File: src/rtl/mul8_err_monitor.sv
// mul8_err_monitor
//
// Error-statistics accumulator for an approximate 8x8 multiplier. Each accepted
// sample (a, b, o_approx) has its exact product rebuilt by an 8-cycle shift-add
// multiplier. The block then folds |exact - o_approx| into saturating statistics.
//
// Build option: define ERRMON_MSE_EN to add the sum_sq_err port, the 16x16
// squarer and the SQ_W accumulator. Without it those are absent and all other
// behaviour and timing are unchanged.
//
// Ports:
//   clk          rising-edge clock
//   rst_n        synchronous active-low reset (clears statistics and operand regs)
//   clear        synchronous clear of statistics; aborts any sample in progress
//   in_valid     sample valid
//   in_ready     block can accept a sample (high only in IDLE)
//   a, b         8-bit operands
//   o_approx     16-bit approximate product under test
//   busy         sample in progress (state != IDLE)
//   sample_cnt   completed samples                      (CNT_W, saturating)
//   err_cnt      samples with o_approx != exact         (CNT_W, saturating)
//   sum_abs_err  sum of |exact - o_approx|              (SUM_W, saturating)
//   wce          worst-case |exact - o_approx|          (16)
//   sum_sq_err   sum of squared error, ERRMON_MSE_EN only (SQ_W, saturating)
module mul8_err_monitor #(
    parameter int CNT_W = 17,
    parameter int SUM_W = 34
`ifdef ERRMON_MSE_EN
    ,
    parameter int SQ_W  = 48
`endif
) (
    input  logic             clk,
    input  logic             rst_n,
    input  logic             clear,
    input  logic             in_valid,
    output logic             in_ready,
    input  logic [7:0]       a,
    input  logic [7:0]       b,
    input  logic [15:0]      o_approx,
    output logic             busy,
    output logic [CNT_W-1:0] sample_cnt,
    output logic [CNT_W-1:0] err_cnt,
    output logic [SUM_W-1:0] sum_abs_err,
    output logic [15:0]      wce
`ifdef ERRMON_MSE_EN
    ,
    output logic [SQ_W-1:0]  sum_sq_err
`endif
);

    localparam logic [1:0] ST_IDLE = 2'd0;
    localparam logic [1:0] ST_MUL  = 2'd1;
    localparam logic [1:0] ST_ACC  = 2'd2;

    logic [1:0]  state;
    logic [2:0]  step;
    logic [7:0]  a_reg;
    logic [7:0]  b_reg;
    logic [15:0] o_reg;
    logic [15:0] exact;
    logic [15:0] partial;
    logic [15:0] diff;

    function automatic logic [CNT_W-1:0] sat_inc(input logic [CNT_W-1:0] v,
                                                  input logic en);
        if (en && (v != '1))
            return v + CNT_W'(1);
        return v;
    endfunction

    function automatic logic [SUM_W-1:0] sat_add_sum(input logic [SUM_W-1:0] acc,
                                                      input logic [15:0] d);
        logic [SUM_W:0] s;
        s = {1'b0, acc} + (SUM_W+1)'(d);
        return s[SUM_W] ? '1 : s[SUM_W-1:0];
    endfunction

`ifdef ERRMON_MSE_EN
    function automatic logic [SQ_W-1:0] sat_add_sq(input logic [SQ_W-1:0] acc,
                                                    input logic [31:0] d);
        logic [SQ_W:0] s;
        s = {1'b0, acc} + (SQ_W+1)'(d);
        return s[SQ_W] ? '1 : s[SQ_W-1:0];
    endfunction

    logic [31:0] diff_sq;
    always_comb diff_sq = 32'(diff) * 32'(diff);
`endif

    // Shift-add partial product for the current multiplier bit.
    always_comb partial = b_reg[step] ? ({8'd0, a_reg} << step) : 16'd0;

    // Magnitude of the error: subtract the smaller value from the larger one.
    always_comb diff = (exact >= o_reg) ? (exact - o_reg) : (o_reg - exact);

    assign in_ready = (state == ST_IDLE);
    assign busy     = (state != ST_IDLE);

    always_ff @(posedge clk) begin
        if (!rst_n) begin
            state       <= ST_IDLE;
            step        <= 3'd0;
            a_reg       <= 8'd0;
            b_reg       <= 8'd0;
            o_reg       <= 16'd0;
            exact       <= 16'd0;
            sample_cnt  <= '0;
            err_cnt     <= '0;
            sum_abs_err <= '0;
            wce         <= 16'd0;
`ifdef ERRMON_MSE_EN
            sum_sq_err  <= '0;
`endif
        end else if (clear) begin
            // Operand registers keep their contents; the sample is simply dropped.
            state       <= ST_IDLE;
            step        <= 3'd0;
            sample_cnt  <= '0;
            err_cnt     <= '0;
            sum_abs_err <= '0;
            wce         <= 16'd0;
`ifdef ERRMON_MSE_EN
            sum_sq_err  <= '0;
`endif
        end else begin
            case (state)
                // Capture the sample at the handshake.
                ST_IDLE: begin
                    if (in_valid) begin
                        a_reg <= a;
                        b_reg <= b;
                        o_reg <= o_approx;
                        exact <= 16'd0;
                        step  <= 3'd0;
                        state <= ST_MUL;
                    end
                end
                // Eight shift-add steps build the exact product.
                ST_MUL: begin
                    exact <= exact + partial;
                    step  <= step + 3'd1;
                    if (step == 3'd7)
                        state <= ST_ACC;
                end
                // Fold the finished sample into the statistics.
                ST_ACC: begin
                    sample_cnt  <= sat_inc(sample_cnt, 1'b1);
                    err_cnt     <= sat_inc(err_cnt, diff != 16'd0);
                    sum_abs_err <= sat_add_sum(sum_abs_err, diff);
                    if (diff > wce)
                        wce <= diff;
`ifdef ERRMON_MSE_EN
                    sum_sq_err  <= sat_add_sq(sum_sq_err, diff_sq);
`endif
                    state <= ST_IDLE;
                end
                default: state <= ST_IDLE;
            endcase
        end
    end

endmodule

File: config.mk
export PLATFORM = sky130hd
export DESIGN_NAME = mul8_err_monitor
export DESIGN_NICKNAME = d
export VERILOG_FILES = /design/src/rtl/mul8_err_monitor.sv
export SDC_FILE = /design/constraint.sdc
export NUM_CORES = 1
export LEC_CHECK = 0
export CAP_MARGIN = 20
export CORE_ASPECT_RATIO = 0.8
export CORE_UTILIZATION = 61
export CTS_CLUSTER_SIZE = 30
export DETAILED_ROUTE_END_ITERATION = 7
export MAX_ROUTING_LAYER = met4
export PLACE_DENSITY = 0.88
export SLEW_MARGIN = 10
export SYNTH_ARGS = -nofsm -noshare
export SYNTH_HDL_FRONTEND = slang
export SYNTH_SLANG_ARGS = --single-unit
File: constraint.sdc
create_clock -name clk -period 13.3 [get_ports clk]
set_input_delay 3.325 -clock clk [delete_from_list [all_inputs] [get_ports clk]]
set_output_delay 3.325 -clock clk [all_outputs]
set_load 0.005 [all_outputs]
==> reports/qor.txt <==
Result of the run - finished, final reports clean
Skew-Pair Late Insertion Delay - 440 ps
Transition time of the tightest slew-check pin - 1020 ps
Final setup violation count - 0
Registers with the most flip-flops - sum_abs_err x34, err_cnt x17, sample_cnt x17
Drt first-iter violations - 778
Post-DR wirelength/cell - 17.1 um
Reg-to-Reg Start - o_reg[3]
Upper clock frequency limit - 174 MHz
Clk_skew - 10.4 ps
Total detailed-routing wirelength - 24600 um
Worst path top cell family by delay - compound AO/OA/AOI/OAI gates
PD cells - 104 mW/mm^2
Count of max-cap constraint violations - 0
Sum of internal, switching and leakage power - 0.00117 W
Most common flop cell mapped by yosys - sky130_fd_sc_hd__dfxtp_1
Number of buffers inserted by post-CTS setup repair - 0
Critical path buffer and inverter count - 1
Startpoint kind of the worst setup timing path - register
Clock buffer count from CTS - 17
Total nets after synthesis - 1277
Synth top area share - 29.5%
Total via count after detailed routing - 8902
Die boundary width - 140 um
Remaining max-slew budget at the tightest pin - 32.1%
CTS tree - yes
Synth-to-layout area growth - 20.5%
Capture point of the worst reg-to-reg path - sum_abs_err[21]
Number of global-route vias before repair - 8124
Largest net degree at the start of global routing - 69
Diode insertion count for antenna repair - 0
Flop and latch count out of synthesis - 137
Placed insts - 1411
Hold WC Path Type - register to register
Netlist area before placement - 0.00930 sq mm
Final Max Tran Viols - 0
Placer congestion estimate - 0.926
Register-to-register setup slack - 7540 ps
Area of the die - 0.0158 sq mm
Count of cells along the worst hold path - 2
Min-Delay Endpoint - b_reg[0]
Hold buffer count at CTS - 0
Number of gates given a new drive strength after cts - 0
Vias per cell - 6.16
Area contributors post-synth - sky130_fd_sc_hd__dfxtp_1 29%, sky130_fd_sc_hd__ha_1 11%, sky130_fd_sc_hd__nand2_1 5.2%, sky130_fd_sc_hd__a21oi_1 5.2%, sky130_fd_sc_hd__nor2_1 3.6%
Most frequent CP cell - sky130_fd_sc_hd__nand3_1
Fin. Hold Viols - 0
Mapped Avg Cell Area - 8.07 sq um
Total global-route track usage - 32.8%
CTS H-tree depth - 4
Worst-path maximum fanout - 16
Iteration count of the initial detailed-routing pass - 5
Number of port buffers - 121
Fraction of the yosys area taken by sequential cells - 29.5%
Clock period minus worst slack - 5760 ps
Hold slack final - 468 ps
Number of nets with antenna violations after detailed routing - 0
Half-perimeter wire length of the detailed placement result - 17400 um
Synth cell types - 73
Number of flops mapped to enable cells by yosys - 0
Remaining DRCs - 0
TNS Setup - 0 ps
Master of the slowest instance on the critical path - sky130_fd_sc_hd__o31ai_4
Crit path capture type - register
Crit Path Category - register to register
Final cell count without fillers - 1445
Crit share post-route - 43.3%
Worst VDD drop - 0.104 mV
Critical path, cell by cell - inv_1 -> ha_1 -> nand3_1 -> nand3_1 -> a21oi_2 -> o31ai_4 -> mux2i_1 -> xnor2_1 -> ha_1 -> nor2b_1 -> o21a_1 -> o21ai_0 -> a211oi_1 -> o31ai_1 -> a31oi_1 -> a21o_1 -> nand3_1 -> nand4_1 -> and3_1
Std-Cell Core Area - 0.0146 sq mm
Synthesized netlist cell count - 1153
Arrival time at the worst endpoint - 6100 ps
Cell at the root of the clock tree - sky130_fd_sc_hd__clkbuf_16
Total gr overflow - 0
Wire length of the first global-routing pass - 40400 um
Starting density of the core - 63.8%
Number of flip-flops under the largest register name - 34
Top-Level Pins - 122
Largest area contributor in the netlist - sky130_fd_sc_hd__dfxtp_1
Worst reg2reg path depth - 19
Static power due to leakage - 4.43 nW
Layout Nets - 1372
Hold Startpoint - b_reg[0]
Required time at the endpoint of the critical path - 13640 ps
Unrepaired setup endpoints after global routing - no
Die span in y - 112 um
Fill cell instance count of the final layout - 1067
Most flop-heavy register - sum_abs_err
Num Clock Sinks - 137
Maximum number of buffers from clock root to sink - 2
Fraction of layout instances using a drive strength above 1 - 6.03%
Synthesis warning total - 0
Clock input transition at the sequential cells of the worst setup and hold paths - 70 ps
Number of antenna violations at the first check in global routing - 0
Largest stage delay on the critical path - 840 ps
Number of cell rows - 39
Async set-or-reset flop fraction in the synthesized netlist - 0%
worst max-delay path by stage:
stage | cells after the start | endpoint | slack (ps) | from
after floorplan | 23 | wce[10] | 8820 | o_reg[4]
after global placement | 18 | sum_abs_err[4] | 7630 | o_reg[5]
after detailed placement | 18 | sum_abs_err[13] | 7370 | o_reg[5]
after CTS | 18 | sum_abs_err[8] | 7310 | o_reg[5]
after global routing | 19 | sum_abs_err[21] | 7140 | o_reg[5]
final | 19 | sum_abs_err[21] | 7540 | o_reg[3]
cell usage in the layout (no fill, tap or decap), drive strengths merged, types with 12 or more instances in the layout:
cell | synthesis | final
ha | 84 | 84
inv | 68 | 75
or4 | 13 | 13
nor3 | 17 | 17
a21o | 20 | 20
dfxtp | 137 | 137
nand4 | 24 | 24
o21ai | 57 | 57
nand2b | 12 | 12
nor2 | 90 | 90
clkbuf | 42 | 18
clkdlybuf4s50 | 0 | 121
nand3 | 27 | 27
nor2b | 25 | 25
and3 | 21 | 21
xnor2 | 21 | 21
a21oi | 100 | 100
a21boi | 34 | 34
nand2 | 130 | 130
mux2i | 33 | 33
a22oi | 14 | 14
xor2 | 35 | 35
cell type report:
class	count	area, sq um	area share [%]
multi-input cells	892	6060	54.1
flip-flops and latches	137	2740	24.5
repair buffers	132	1300	11.6
clock buffers	18	439	3.92
inverters	68	255	2.28
well taps	184	230	2.05
clock inverters	14	184	1.64
tightest hold or removal path, delay by kind of cell (launching register included):
kind,cells,cell delay (ps)
flip-flops,1,310
AND/OR/NAND/NOR,1,50
AO/OA/AOI/OAI,1,60
per-layer routing:
metal	wire (um)	share of wire (%)	GRT usage [%]	vias to the layer above
li1	-	-	-	4302
met1	11200	46	43.8	4117
met2	10900	44	48.5	426
met3	1990	8.1	7.38	57
met4	531	2.2	11.7	0
met5	0	0	-	-
cell usage after synthesis (24+ instances only):
cell and count:
sky130_fd_sc_hd__nor2_1 89, sky130_fd_sc_hd__nand3_1 27, sky130_fd_sc_hd__mux2i_1 33, sky130_fd_sc_hd__a21oi_1 96, sky130_fd_sc_hd__clkbuf_1 42, sky130_fd_sc_hd__o21ai_0 50
sky130_fd_sc_hd__nand2_1 129, sky130_fd_sc_hd__a21boi_0 34, sky130_fd_sc_hd__inv_1 68, sky130_fd_sc_hd__xor2_1 35, sky130_fd_sc_hd__nor2b_1 25, sky130_fd_sc_hd__dfxtp_1 137
sky130_fd_sc_hd__ha_1 84, sky130_fd_sc_hd__nand4_1 24
where the power goes:
part | internal, W | switching (W)
clock network | 0.000305 | 0.000203
logic | 0.0000983 | 0.000142
registers | 0.000415 | 0.00000379
total | 0.000818 | 0.000349
per-stage QoR:
| stage | setup slack (ps) | instance area, sq um | utilization (%) |
|---|---|---|---|
| 4_1_cts | 7310 | 11200 | 76.7 |
| 2_1_floorplan | 8820 | 9300 | - |
| 6_report | 7540 | 11200 | 76.8 |
| 3_3_place_gp | 7630 | 10600 | 72.4 |
| 5_1_grt | 7140 | 11200 | 76.8 |
| 3_5_place_dp | 7370 | 10600 | 72.4 |
cell families (layout without fill, tap and decap cells):
logic type	after synthesis	in the layout	synth area share, %
xor gates and xnor gates	56	56	5.51
buffers and inverters	124	232	5.46
adders and majority gates	88	88	12.2
and+or+nand+nor	403	403	21.5
AOI/OAI and AO/OA	305	305	21.1
DFF	137	137	29.5
muxes	40	40	4.76
No activity file was read; power rests on OpenSTA's default activity.
